<file path="config.mk">
export PLATFORM = sky130hd
export DESIGN_NAME = l2_port_scheduler_flat
export DESIGN_NICKNAME = d
export VERILOG_FILES = /design/src/rtl/l2_port_scheduler_pkg.sv /design/src/rtl/l2_port_scheduler_if.sv /design/src/rtl/l2_port_scheduler_rr_arbiter.sv /design/src/rtl/l2_port_scheduler.sv /design/src/flat_wrapper.sv
export SDC_FILE = /design/constraint.sdc
export NUM_CORES = 1
export LEC_CHECK = 0
export CAP_MARGIN = 40
export CORE_MARGIN = 1
export CORE_UTILIZATION = 39
export DETAILED_ROUTE_END_ITERATION = 6
export PLACE_DENSITY = 0.79
export SYNTH_ARGS = -nofsm -noshare
export SYNTH_HDL_FRONTEND = slang
export SYNTH_SLANG_ARGS = --single-unit
</file>
<file path="constraint.sdc">
create_clock -name clk -period 4.4 [get_ports clk]
set_clock_uncertainty 0.05 [all_clocks]
set_input_delay 0.88 -clock clk [delete_from_list [all_inputs] [get_ports clk]]
set_output_delay 0.88 -clock clk [all_outputs]
set_load 0.02 [all_outputs]
</file>
<file path="src/rtl/l2_port_scheduler_pkg.sv">
// Shared configuration and types for the L2 port scheduler.
//   L2_NUM_PORTS / L2_SUB_ID_W : default requester count and sub-id width
//   L2_PORT_IDX_W              : port index field width in a write-route entry (up to 16 ports)
//   l2_wr_route_t              : pending write burst {port, words remaining - 1}
//   l2_words_m1()              : data words minus one for a data-carrying request
package l2_port_scheduler_pkg;

    localparam int L2_NUM_PORTS  = 2;
    localparam int L2_SUB_ID_W   = 4;
    localparam int L2_PORT_IDX_W = 4;

    typedef struct packed {
        logic [L2_PORT_IDX_W-1:0] port;
        logic [4:0]               remaining;
    } l2_wr_route_t;

    // AMO stores carry exactly one word; plain writes carry amo_burst+1 words.
    function automatic logic [4:0] l2_words_m1(input logic is_amo, input logic [4:0] amo_burst);
        return is_amo ? 5'd0 : amo_burst;
    endfunction

endpackage

</file>
<file path="src/rtl/l2_port_scheduler_if.sv">
// Request, write-data and memory-side signals of the L2 port scheduler.
//   master : scheduler view (pops requester FIFOs, drives the memory request/write stage)
//   slave  : environment view (requester FIFOs and the L2 memory)
interface l2_port_scheduler_if
    import l2_port_scheduler_pkg::*;
#(
    parameter int NUM_PORTS = L2_NUM_PORTS,
    parameter int SUB_ID_W  = L2_SUB_ID_W
);
    localparam int ID_W = $clog2(NUM_PORTS) + SUB_ID_W;

    logic [NUM_PORTS-1:0]               req_valid;
    logic [NUM_PORTS-1:0][29:0]         req_addr;
    logic [NUM_PORTS-1:0]               req_rnw;
    logic [NUM_PORTS-1:0]               req_is_amo;
    logic [NUM_PORTS-1:0][4:0]          req_amo_burst;
    logic [NUM_PORTS-1:0][SUB_ID_W-1:0] req_sub_id;
    logic [NUM_PORTS-1:0]               req_pop;

    logic [NUM_PORTS-1:0]               wr_valid;
    logic [NUM_PORTS-1:0][31:0]         wr_data;
    logic [NUM_PORTS-1:0][3:0]          wr_be;
    logic [NUM_PORTS-1:0]               wr_pop;

    logic                               mem_req_valid;
    logic [29:0]                        mem_addr;
    logic                               mem_rnw;
    logic                               mem_is_amo;
    logic [4:0]                         mem_amo_burst;
    logic [ID_W-1:0]                    mem_id;
    logic                               mem_req_pop;

    logic [31:0]                        mem_wr_data;
    logic [3:0]                         mem_wr_be;
    logic                               mem_wr_valid;
    logic                               mem_wr_read;

    modport master (
        input  req_valid, req_addr, req_rnw, req_is_amo, req_amo_burst, req_sub_id,
        input  wr_valid, wr_data, wr_be, mem_req_pop, mem_wr_read,
        output req_pop, wr_pop, mem_req_valid, mem_addr, mem_rnw, mem_is_amo,
        output mem_amo_burst, mem_id, mem_wr_data, mem_wr_be, mem_wr_valid
    );

    modport slave (
        output req_valid, req_addr, req_rnw, req_is_amo, req_amo_burst, req_sub_id,
        output wr_valid, wr_data, wr_be, mem_req_pop, mem_wr_read,
        input  req_pop, wr_pop, mem_req_valid, mem_addr, mem_rnw, mem_is_amo,
        input  mem_amo_burst, mem_id, mem_wr_data, mem_wr_be, mem_wr_valid
    );

endinterface

</file>
<file path="src/rtl/l2_port_scheduler_rr_arbiter.sv">
// Round-robin arbiter with its own priority pointer.
//   clk, rst  : clock, synchronous active-high reset (pointer -> 0)
//   req       : per-port request vector
//   advance   : grant taken this cycle; pointer moves past the winner
//   gnt       : one-hot grant (combinational)
//   gnt_idx   : encoded winner
//   gnt_any   : some request present
module l2_rr_arbiter #(
    parameter int NUM_PORTS = 2,
    localparam int PW = $clog2(NUM_PORTS)
) (
    input  logic                 clk,
    input  logic                 rst,
    input  logic [NUM_PORTS-1:0] req,
    input  logic                 advance,
    output logic [NUM_PORTS-1:0] gnt,
    output logic [PW-1:0]        gnt_idx,
    output logic                 gnt_any
);
    logic [PW-1:0] ptr_q, ptr_d;

    always_comb begin
        gnt_idx = '0;
        gnt_any = 1'b0;
        // Scan priority distance from farthest to nearest so the nearest
        // requester at or after the pointer is the last one to win.
        for (int k = NUM_PORTS - 1; k >= 0; k--) begin
            for (int i = 0; i < NUM_PORTS; i++) begin
                if (req[i] && i == (int'(ptr_q) + k) % NUM_PORTS) begin
                    gnt_idx = PW'(i);
                    gnt_any = 1'b1;
                end
            end
        end
        for (int i = 0; i < NUM_PORTS; i++) begin
            gnt[i] = gnt_any && gnt_idx == PW'(i);
        end
        ptr_d = ptr_q;
        if (advance && gnt_any) begin
            ptr_d = (gnt_idx == PW'(NUM_PORTS - 1)) ? '0 : gnt_idx + PW'(1);
        end
    end

    always_ff @(posedge clk) begin
        if (rst) ptr_q <= '0;
        else     ptr_q <= ptr_d;
    end

endmodule

</file>
<file path="src/rtl/l2_port_scheduler.sv">
// Shares one L2 request/write-data channel among NUM_PORTS requesters.
//   clk, rst : clock, synchronous active-high reset
//   bus      : requester FIFOs (req_*, wr_*) on one side, L2 memory (mem_*) on the other
// Requests are granted round-robin into a one-entry registered stage. Each
// data-carrying grant queues {port, words-1} so write words are steered from
// the granted ports in grant order, independently of the request stage.
module l2_port_scheduler
    import l2_port_scheduler_pkg::*;
#(
    parameter int NUM_PORTS = L2_NUM_PORTS,
    parameter int SUB_ID_W  = L2_SUB_ID_W,
    parameter int WRQ_DEPTH = 4
) (
    input  logic              clk,
    input  logic              rst,
    l2_port_scheduler_if.master bus
);
    localparam int PW = $clog2(NUM_PORTS);
    localparam int QW = $clog2(WRQ_DEPTH);

    logic [NUM_PORTS-1:0] elig, gnt;
    logic [PW-1:0]        gnt_idx;
    logic                 gnt_any, stage_free, grant_fire;

    // request stage
    logic                   mem_req_valid_q, mem_req_valid_d;
    logic [29:0]            mem_addr_q, mem_addr_d;
    logic                   mem_rnw_q, mem_rnw_d;
    logic                   mem_is_amo_q, mem_is_amo_d;
    logic [4:0]             mem_amo_burst_q, mem_amo_burst_d;
    logic [PW+SUB_ID_W-1:0] mem_id_q, mem_id_d;

    // write-route queue
    l2_wr_route_t         wrq_mem [WRQ_DEPTH];
    l2_wr_route_t         wrq_head, push_entry;
    logic [QW-1:0]        wr_ptr_q, wr_ptr_d, rd_ptr_q, rd_ptr_d;
    logic [QW:0]          cnt_q, cnt_d;
    logic                 wrq_full, wrq_empty, wrq_push, wrq_pop, wr_fire;
    logic [NUM_PORTS-1:0] head_sel;

    assign wrq_full   = cnt_q == (QW+1)'(WRQ_DEPTH);
    assign wrq_empty  = cnt_q == '0;
    assign wrq_head   = wrq_mem[rd_ptr_q];
    assign stage_free = !mem_req_valid_q || bus.mem_req_pop;
    assign grant_fire = stage_free && gnt_any;

    // Writes wait on a full route queue; reads bypass so they are not blocked behind them.
    always_comb begin
        for (int i = 0; i < NUM_PORTS; i++) begin
            elig[i] = bus.req_valid[i] && (bus.req_rnw[i] || !wrq_full);
        end
    end

    l2_rr_arbiter #(.NUM_PORTS(NUM_PORTS)) u_arb (
        .clk     (clk),
        .rst     (rst),
        .req     (elig),
        .advance (grant_fire),
        .gnt     (gnt),
        .gnt_idx (gnt_idx),
        .gnt_any (gnt_any)
    );

    assign bus.req_pop = grant_fire ? gnt : '0;

    always_comb begin
        mem_req_valid_d = mem_req_valid_q && !bus.mem_req_pop;
        mem_addr_d      = mem_addr_q;
        mem_rnw_d       = mem_rnw_q;
        mem_is_amo_d    = mem_is_amo_q;
        mem_amo_burst_d = mem_amo_burst_q;
        mem_id_d        = mem_id_q;
        wrq_push        = 1'b0;
        push_entry      = '0;
        for (int i = 0; i < NUM_PORTS; i++) begin
            if (grant_fire && gnt[i]) begin
                mem_req_valid_d = 1'b1;
                mem_addr_d      = bus.req_addr[i];
                mem_rnw_d       = bus.req_rnw[i];
                mem_is_amo_d    = bus.req_is_amo[i];
                mem_amo_burst_d = bus.req_amo_burst[i];
                mem_id_d        = {PW'(i), bus.req_sub_id[i]};
                wrq_push        = !bus.req_rnw[i];
                push_entry      = '{port:      L2_PORT_IDX_W'(i),
                                    remaining: l2_words_m1(bus.req_is_amo[i], bus.req_amo_burst[i])};
            end
        end
    end

    // Write steering from the port at the head of the route queue.
    always_comb begin
        bus.mem_wr_valid = 1'b0;
        bus.mem_wr_data  = '0;
        bus.mem_wr_be    = '0;
        for (int i = 0; i < NUM_PORTS; i++) begin
            head_sel[i] = !wrq_empty && wrq_head.port == L2_PORT_IDX_W'(i);
            if (head_sel[i]) begin
                bus.mem_wr_valid = bus.wr_valid[i];
                bus.mem_wr_data  = bus.wr_data[i];
                bus.mem_wr_be    = bus.wr_be[i];
            end
        end
        wr_fire = bus.mem_wr_valid && bus.mem_wr_read;
        wrq_pop = wr_fire && wrq_head.remaining == 5'd0;
        for (int i = 0; i < NUM_PORTS; i++) begin
            bus.wr_pop[i] = wr_fire && head_sel[i];
        end
        wr_ptr_d = wrq_push ? wr_ptr_q + QW'(1) : wr_ptr_q;
        rd_ptr_d = wrq_pop  ? rd_ptr_q + QW'(1) : rd_ptr_q;
        cnt_d    = cnt_q + (QW+1)'(wrq_push) - (QW+1)'(wrq_pop);
    end

    always_ff @(posedge clk) begin
        if (rst) begin
            mem_req_valid_q <= 1'b0;
            mem_addr_q      <= '0;
            mem_rnw_q       <= 1'b0;
            mem_is_amo_q    <= 1'b0;
            mem_amo_burst_q <= '0;
            mem_id_q        <= '0;
            wr_ptr_q        <= '0;
            rd_ptr_q        <= '0;
            cnt_q           <= '0;
        end else begin
            mem_req_valid_q <= mem_req_valid_d;
            mem_addr_q      <= mem_addr_d;
            mem_rnw_q       <= mem_rnw_d;
            mem_is_amo_q    <= mem_is_amo_d;
            mem_amo_burst_q <= mem_amo_burst_d;
            mem_id_q        <= mem_id_d;
            wr_ptr_q        <= wr_ptr_d;
            rd_ptr_q        <= rd_ptr_d;
            cnt_q           <= cnt_d;
        end
    end

    // Entry storage needs no reset: the count defines what is live. Push never
    // targets the head entry while it is being drained (that would need a full queue).
    always_ff @(posedge clk) begin
        if (wrq_push) wrq_mem[wr_ptr_q] <= push_entry;
        if (wr_fire && !wrq_pop) wrq_mem[rd_ptr_q].remaining <= wrq_head.remaining - 5'd1;
    end

    assign bus.mem_req_valid = mem_req_valid_q;
    assign bus.mem_addr      = mem_addr_q;
    assign bus.mem_rnw       = mem_rnw_q;
    assign bus.mem_is_amo    = mem_is_amo_q;
    assign bus.mem_amo_burst = mem_amo_burst_q;
    assign bus.mem_id        = mem_id_q;

endmodule

</file>
<file path="src/flat_wrapper.sv">
// flat-port wrapper written by rule: the top's interface ports become plain ports
module l2_port_scheduler_flat import l2_port_scheduler_pkg::*;
#(
    parameter int NUM_PORTS = L2_NUM_PORTS,
    parameter int SUB_ID_W  = L2_SUB_ID_W,
    parameter int WRQ_DEPTH = 4
)
  (clk, rst, bus_req_valid, bus_req_addr, bus_req_rnw, bus_req_is_amo, bus_req_amo_burst, bus_req_sub_id, bus_wr_valid, bus_wr_data, bus_wr_be, bus_mem_req_pop, bus_mem_wr_read, bus_req_pop, bus_wr_pop, bus_mem_req_valid, bus_mem_addr, bus_mem_rnw, bus_mem_is_amo, bus_mem_amo_burst, bus_mem_id, bus_mem_wr_data, bus_mem_wr_be, bus_mem_wr_valid);
  l2_port_scheduler_if #(.NUM_PORTS(NUM_PORTS), .SUB_ID_W(SUB_ID_W)) bus_i ();
  input  logic clk;
  input  logic rst;
  input wire logic [$bits(bus_i.req_valid)-1:0] bus_req_valid;
  input wire logic [$bits(bus_i.req_addr)-1:0] bus_req_addr;
  input wire logic [$bits(bus_i.req_rnw)-1:0] bus_req_rnw;
  input wire logic [$bits(bus_i.req_is_amo)-1:0] bus_req_is_amo;
  input wire logic [$bits(bus_i.req_amo_burst)-1:0] bus_req_amo_burst;
  input wire logic [$bits(bus_i.req_sub_id)-1:0] bus_req_sub_id;
  input wire logic [$bits(bus_i.wr_valid)-1:0] bus_wr_valid;
  input wire logic [$bits(bus_i.wr_data)-1:0] bus_wr_data;
  input wire logic [$bits(bus_i.wr_be)-1:0] bus_wr_be;
  input wire logic [$bits(bus_i.mem_req_pop)-1:0] bus_mem_req_pop;
  input wire logic [$bits(bus_i.mem_wr_read)-1:0] bus_mem_wr_read;
  output wire logic [$bits(bus_i.req_pop)-1:0] bus_req_pop;
  output wire logic [$bits(bus_i.wr_pop)-1:0] bus_wr_pop;
  output wire logic [$bits(bus_i.mem_req_valid)-1:0] bus_mem_req_valid;
  output wire logic [$bits(bus_i.mem_addr)-1:0] bus_mem_addr;
  output wire logic [$bits(bus_i.mem_rnw)-1:0] bus_mem_rnw;
  output wire logic [$bits(bus_i.mem_is_amo)-1:0] bus_mem_is_amo;
  output wire logic [$bits(bus_i.mem_amo_burst)-1:0] bus_mem_amo_burst;
  output wire logic [$bits(bus_i.mem_id)-1:0] bus_mem_id;
  output wire logic [$bits(bus_i.mem_wr_data)-1:0] bus_mem_wr_data;
  output wire logic [$bits(bus_i.mem_wr_be)-1:0] bus_mem_wr_be;
  output wire logic [$bits(bus_i.mem_wr_valid)-1:0] bus_mem_wr_valid;
  assign bus_i.req_valid = bus_req_valid;
  assign bus_i.req_addr = bus_req_addr;
  assign bus_i.req_rnw = bus_req_rnw;
  assign bus_i.req_is_amo = bus_req_is_amo;
  assign bus_i.req_amo_burst = bus_req_amo_burst;
  assign bus_i.req_sub_id = bus_req_sub_id;
  assign bus_i.wr_valid = bus_wr_valid;
  assign bus_i.wr_data = bus_wr_data;
  assign bus_i.wr_be = bus_wr_be;
  assign bus_i.mem_req_pop = bus_mem_req_pop;
  assign bus_i.mem_wr_read = bus_mem_wr_read;
  assign bus_req_pop = bus_i.req_pop;
  assign bus_wr_pop = bus_i.wr_pop;
  assign bus_mem_req_valid = bus_i.mem_req_valid;
  assign bus_mem_addr = bus_i.mem_addr;
  assign bus_mem_rnw = bus_i.mem_rnw;
  assign bus_mem_is_amo = bus_i.mem_is_amo;
  assign bus_mem_amo_burst = bus_i.mem_amo_burst;
  assign bus_mem_id = bus_i.mem_id;
  assign bus_mem_wr_data = bus_i.mem_wr_data;
  assign bus_mem_wr_be = bus_i.mem_wr_be;
  assign bus_mem_wr_valid = bus_i.mem_wr_valid;
  l2_port_scheduler #(.NUM_PORTS(NUM_PORTS), .SUB_ID_W(SUB_ID_W), .WRQ_DEPTH(WRQ_DEPTH)) u_core (.clk(clk), .rst(rst), .bus(bus_i));
endmodule
</file>
==> metrics.md, run 1 <==
| Metric | Value |
|---|---|
| Status | `finished, final reports clean` |
| Initial antenna violation count | `0` |
| LEAKAGE | `2.72 nW` |
| Routability Congestion | `0.761` |
| Die H | `107 um` |
| Synth Area in XOR/XNOR | `0.0141` |
| CTS buffer count | `9` |
| Period utilization | `0.897` |
| H-tree Lvls | `3` |
| DR DRC count | `0` |
| Main synth FF type | `dfxtp_1` |
| Peak VDD IR | `0.000175 V` |
| Core box area | `10800 um^2` |
| HP Class | `flop to flop` |
| Post-synth EDFFs | `24` |
| Syn_nets | `653` |
| Clock power frac | `0.242` |
| Commonest non-fill, non-tap cell in the layout | `clkdlybuf4s50_1` |
| Measured slew at the worst slew-check pin | `862 ps` |
| Sink Count | `77` |
| Area Growth Syn to Fin | `63.5%` |
| DRT iter0 DRCs | `302` |
| Mapped Area | `4340 um^2` |
| Net switching power | `0.833 mW` |
| Sequential area share after synthesis | `0.411` |
| Startpoint Class | `flop` |
| Cells along the critical path | `mux4_2, mux2i_4, nor2_1, and3_1, clkdlybuf4s50_1` |
| Clk root buf | `clkbuf_8` |
| Final WS setup | `452 ps` |
| Pre-CTS setup slack | `486 ps` |
| Layout Nets | `882` |
| Post-cts gate resize count | `0` |
| Hpwl dp | `10800 um` |
| YS warnings | `0` |
| DRT Pass-1 Iters | `5` |
| Clock transition at path regs | `80 ps` |
| Die area | `11500 um^2` |
| Final hold viol count | `0` |
| Port bufs | `245` |
| Fmax | `0.253 GHz` |
| Post-synthesis mux area share | `0.127` |
| Remaining Overflow, GRT | `0` |
| WP data required | `3470 ps` |
| Sequential power share | `0.342` |
| Worst skew pair latency | `350 ps` |
| Initial Util | `0.400` |
| Largest family of logic cells by synthesized area | `compound AO/OA/AOI/OAI gates` |
| Wire per inst | `16.7 um` |
| Bufs on Longest Clock Path | `2` |
| Combinational share of power | `0.416` |
| Post-route cell area | `7090 um^2` |
| Die span in x | `107 um` |
| Antenna diodes | `0` |
| Most frequent cells in the layout | `clkdlybuf4s50_1, nand2_1, nor2_1` |
| Crit path max-delay family | `multiplexers` |
| Worst setup EP type | `output port` |
| Post-synth cell types | `40` |
| Endpoints failing setup | `0` |
| CP max-delay cell | `mux4_2` |
| Maxcap violations | `0` |
| Avg Inst Size Synth | `9.05 um^2` |
| Post-Synthesis Cells | `479` |
| Relative slew slack | `0.425` |
| Placed Area | `6870 um^2` |
| Layout filler cell count | `893` |
| Pins Over Slew Limit | `0` |
| Max stage delay on crit path | `830 ps` |
| Post-Route Setup TNS | `0 ps` |
| Cell internal pwr | `1.62 mW` |
| Post-synthesis simple-gate area fraction | `0.170` |
| Vias/cell | `5.28` |
| Crit path max fanout | `18` |
| Num rows | `38` |
| Antenna-violating nets left | `0` |
| Compound-cell area share of the yosys netlist | `0.180` |
| P per Cell Area | `346 nW/um^2` |
| Gr usage total | `0.244` |
| Vias after detailed routing | `4506` |
| # hold bufs at CTS | `0` |
| Register bit total from synthesis | `77` |
| Fraction of layout cells with a size suffix above 1 | `0.0575` |
| Asr flop ratio synth | `0` |
| Critical path buffer and inverter count | `1` |
| Arrival time worst endpoint | `3020 ps` |
| Sw Ratio | `0.340` |
| Total wire length | `14200 um` |
| Final Critical Period | `3950 ps` |
| Ports | `246` |
| Number of post-CTS setup repair buffers | `0` |
| RSZ-0062 raised after global routing | `false` |
| Number of global-route vias before repair | `4376` |
| Adder-cell share of the synthesized area | `0.0364` |
| Largest net degree at the start of global routing | `49` |
| Critical path type | `flop to output port` |
| CTS tree | `yes` |
| Hold Startpoint | `u_core.bus.mem_addr[19]` |
| Global-route wire length before repair | `21700 um` |
==> cell usage after synthesis, drive strengths merged, types with 2 or more instances <==
master / count / area (um^2)
edfxtp: 24 / 721
nor2: 66 / 248
nand3b: 2 / 15.0
a32oi: 5 / 43.8
nand2: 69 / 259
inv: 16 / 60.1
dfxtp: 53 / 1060
nand2b: 10 / 62.6
a21oi: 26 / 130
o31ai: 20 / 150
or4b: 2 / 20.0
xor2: 4 / 35.0
clkbuf: 20 / 75.1
nor3: 3 / 15.0
ha: 11 / 138
nor4b: 6 / 67.6
mux4: 6 / 146
nor3b: 2 / 26.3
mux2i: 39 / 403
xnor2: 3 / 26.3
a222oi: 18 / 180
o21ai: 46 / 230
nor2b: 2 / 12.5
buf: 18 / 120
==> worst reg2reg max path, stage by stage (launching register included) <==
cell,delay [ps]
dfxtp_1,560
mux4_1,640
inv_1,160
ha_1,230
nor4b_4,320
nor3b_4,390
ha_1,290
inv_1,50
ha_1,130
inv_1,60
fa_1,380
xor2_1,160
xnor2_1,160
nor2_1,50
==> layer usage <==
metal  GRT usage  up-vias  share of wire
met3      0.0732       18          0.092
met2       0.471      203           0.53
met4      0.0753        0          0.015
met1       0.248     2106           0.36
li1            -     2179              -
met5           0        -              0
==> sequential cells by signal, indices dropped and copies added, names as in the netlist, 2 cells and up, named ones only <==
signal	count
u_core.bus.mem_addr	30
u_core.wrq_mem	24
u_core.bus.mem_amo_burst	5
u_core.bus.mem_id	5
u_core.cnt_q	3
u_core.rd_ptr_q	2
u_core.wr_ptr_q	2
==> final cells by class <==
cell class                      instances  area [um^2]  area share
Multi-Input combinational cell        347         2300       0.324
Tap cell                              140          175      0.0247
Timing Repair Buffer                  257         2550       0.360
Clock buffer                            9          124      0.0175
Inverter                               16         60.1     0.00847
Clock inverter                          7         97.6      0.0138
Sequential cell                        77         1780       0.251
==> power by group through the flow <==
| stage | registers, mW | logic [mW] | clock network [mW] |
|---|---|---|---|
| 6_report | 0.838 | 1.02 | 0.594 |
| 5_1_grt | 0.846 | 1.10 | 0.637 |
| 4_1_cts | 0.837 | 1.02 | 0.608 |
| 3_5_place_dp | 0.853 | 1.02 | 0 |
| 3_3_place_gp | 0.849 | 0.998 | 0 |
| 2_1_floorplan | 0.898 | 0.488 | 0 |
==> logic make-up (layout without fill, tap and decap cells) <==
family	Yosys count	count (layout)
AO/OA/AOI/OAI	119	119
XOR/XNOR	7	7
adder cells (fa/ha/maj)	12	12
buffers and inverters	55	289
flip-flops	77	77
multiplexers	45	45
AND/OR/NAND/NOR	164	164
==> final timing paths <==
| check | to | slack [ps] | cells past startpoint |
|---|---|---|---|
| max | bus_wr_pop[1] | 450 | 5 |
| min | u_core.bus.mem_addr[19] | 400 | 2 |
| max reg2reg | u_core.cnt_q[2] | 660 | 13 |
| min reg2reg | u_core.bus.mem_addr[19] | 400 | 2 |
==> through the flow <==
step	util	power, mW	hold WS [ps]	instances
2_1_floorplan	-	1.39	443	479
3_3_place_gp	0.632	1.85	391	836
3_5_place_dp	0.633	1.87	398	837
4_1_cts	0.654	2.47	407	853
5_1_grt	0.654	2.58	424	853
6_report	0.654	2.45	404	853
No activity file was read; power rests on OpenSTA's default activity.
==> run 2, diff against run 1 <==
Settings changed: CORE_ASPECT_RATIO from default to 0.8.
==> run 2 against run 1 <==
Net effect:
- utilization grew 0.94 points
- wire length grew 2.7%
- sequential share of layout area shrank 0.37 points
==> metrics.md, run 2 (synthesized netlist as in run 1, its figures left out) <==
| Metric | Value |
|---|---|
| Status | `finished, final reports clean` |
| Fmax | `0.258 GHz` |
| Critical path type | `input port to output port` |
| Placed Area | `6880 um^2` |
| Wire per inst | `17.0 um` |
| Clk root buf | `clkbuf_16` |
| Worst setup EP type | `output port` |
| Global-route wire length before repair | `22100 um` |
| RSZ-0062 raised after global routing | `false` |
| Number of global-route vias before repair | `4438` |
| # hold bufs at CTS | `0` |
| Die H | `96.3 um` |
| Pre-CTS setup slack | `535 ps` |
| Post-route insts no fill | `858` |
| HP Class | `flop to flop` |
| Routability Congestion | `0.883` |
| Die area | `11500 um^2` |
| Cells along the critical path | `clkdlybuf4s50_1, nor4b_1, o2111ai_2, inv_1, clkdlybuf4s50_1` |
| Port bufs | `245` |
| Antenna-violating nets left | `0` |
| Ports | `246` |
| Post-route cell area | `7190 um^2` |
| Die span in x | `120 um` |
| Sink Count | `77` |
| Critical path buffer and inverter count | `3` |
| Antenna diodes | `0` |
| CTS tree | `yes` |
| Vias after detailed routing | `4558` |
| Most frequent cells in the layout | `clkdlybuf4s50_1, nand2_1, nor2_1` |
| Net switching power | `0.865 mW` |
| Final WS setup | `525 ps` |
| Pins Over Slew Limit | `0` |
| H-tree Lvls | `3` |
| Relative slew slack | `0.550` |
| Area Growth Syn to Fin | `65.9%` |
| Startpoint Class | `input port` |
| Hpwl dp | `10900 um` |
| Fraction of layout cells with a size suffix above 1 | `0.0588` |
| Hold slack | `402 ps` |
| WP data required | `3470 ps` |
| Most used cell, CP | `clkdlybuf4s50_1` |
| Final hold viol count | `0` |
| Vias/cell | `5.31` |
| Largest net degree at the start of global routing | `52` |
| P per Cell Area | `369 nW/um^2` |
| Gr usage total | `0.246` |
| Max stage delay on crit path | `670 ps` |
| Final Critical Period | `3880 ps` |
| Initial antenna violation count | `0` |
| Maxcap violations | `0` |
| Clock power frac | `0.296` |
| CTS buffer count | `9` |
| Dpl cells | `842` |
| Overall power | `2.66 mW` |
| Storage cell area | `1780 um^2` |
| Sw Ratio | `0.325` |
| Clock transition at path regs | `60 ps` |
| Period utilization | `0.881` |
| Crit path max-delay family | `buffers and inverters` |
| DRT Pass-1 Iters | `5` |
| LEAKAGE | `2.77 nW` |
| Cell internal pwr | `1.79 mW` |
| Max FFs per register | `30` |
| CP max-delay cell | `clkdlybuf4s50_1` |
| Initial Util | `0.400` |
| Sequential power share | `0.316` |
| Multi-input logic area | `2300 um^2` |
| Measured slew at the worst slew-check pin | `676 ps` |
| Worst skew pair latency | `330 ps` |
| Commonest non-fill, non-tap cell in the layout | `clkdlybuf4s50_1` |
| Layout Nets | `883` |
| Bufs on Longest Clock Path | `2` |
| DR DRC count | `0` |
| Post-Route Setup TNS | `0 ps` |
| Endpoints failing setup | `0` |
| Util after Layout | `0.663` |
| Total wire length | `14600 um` |
| Crit path max fanout | `8` |
| Num rows | `34` |
| Remaining Overflow, GRT | `0` |
| Core box area | `10800 um^2` |
| Peak VDD IR | `0.000223 V` |
| Post-cts gate resize count | `0` |
| DRT iter0 DRCs | `260` |
| Combinational share of power | `0.387` |
| Arrival time worst endpoint | `2950 ps` |
| Layout filler cell count | `832` |
| Number of post-CTS setup repair buffers | `0` |
-- run 2: final timing paths --
| path | cells past startpoint | from | slack (ps) | end |
|---|---|---|---|---|
| setup / recovery | 5 | bus_req_rnw[1] | 520 | bus_req_pop[0] |
| hold reg to reg | 2 | u_core.bus.mem_addr[15] | 400 | u_core.bus.mem_addr[15] |
| setup reg to reg | 13 | flop | 770 | u_core.cnt_q[2] |
| hold / removal | 2 | u_core.bus.mem_addr[15] | 400 | u_core.bus.mem_addr[15] |
-- run 2: final cells by class --
class | instances | share of cell area
Clock buffer | 9 | 0.0313
Clock inverter | 7 | 0.0125
Tap cell | 144 | 0.0250
Sequential cell | 77 | 0.248
Timing Repair Buffer | 258 | 0.355
Inverter | 16 | 0.00835
Multi-Input combinational cell | 347 | 0.320
-- run 2: per-layer routing --
| layer | vias up | wire (um) | global-route usage |
|---|---|---|---|
| li1 | 2184 | - | - |
| met1 | 2139 | 5760 | 0.285 |
| met2 | 214 | 7410 | 0.451 |
| met3 | 21 | 1200 | 0.0675 |
| met4 | 0 | 218 | 0.0635 |
| met5 | - | 0 | 0 |
-- run 2: worst min-delay path: cells and delay by family, from the launching register on --
kind             cells  cell delay [ps]
AO/OA/AOI/OAI        1               50
flip-flops           1              310
AND/OR/NAND/NOR      1               50
-- run 2: power groups by stage --
stage / clock network (mW) / logic, mW / registers (mW)
floorplan: 0 / 0.488 / 0.898
global placement: 0 / 1.01 / 0.850
detailed placement: 0 / 1.03 / 0.854
CTS: 0.794 / 1.03 / 0.840
global route: 0.826 / 1.10 / 0.847
finish: 0.788 / 1.03 / 0.840
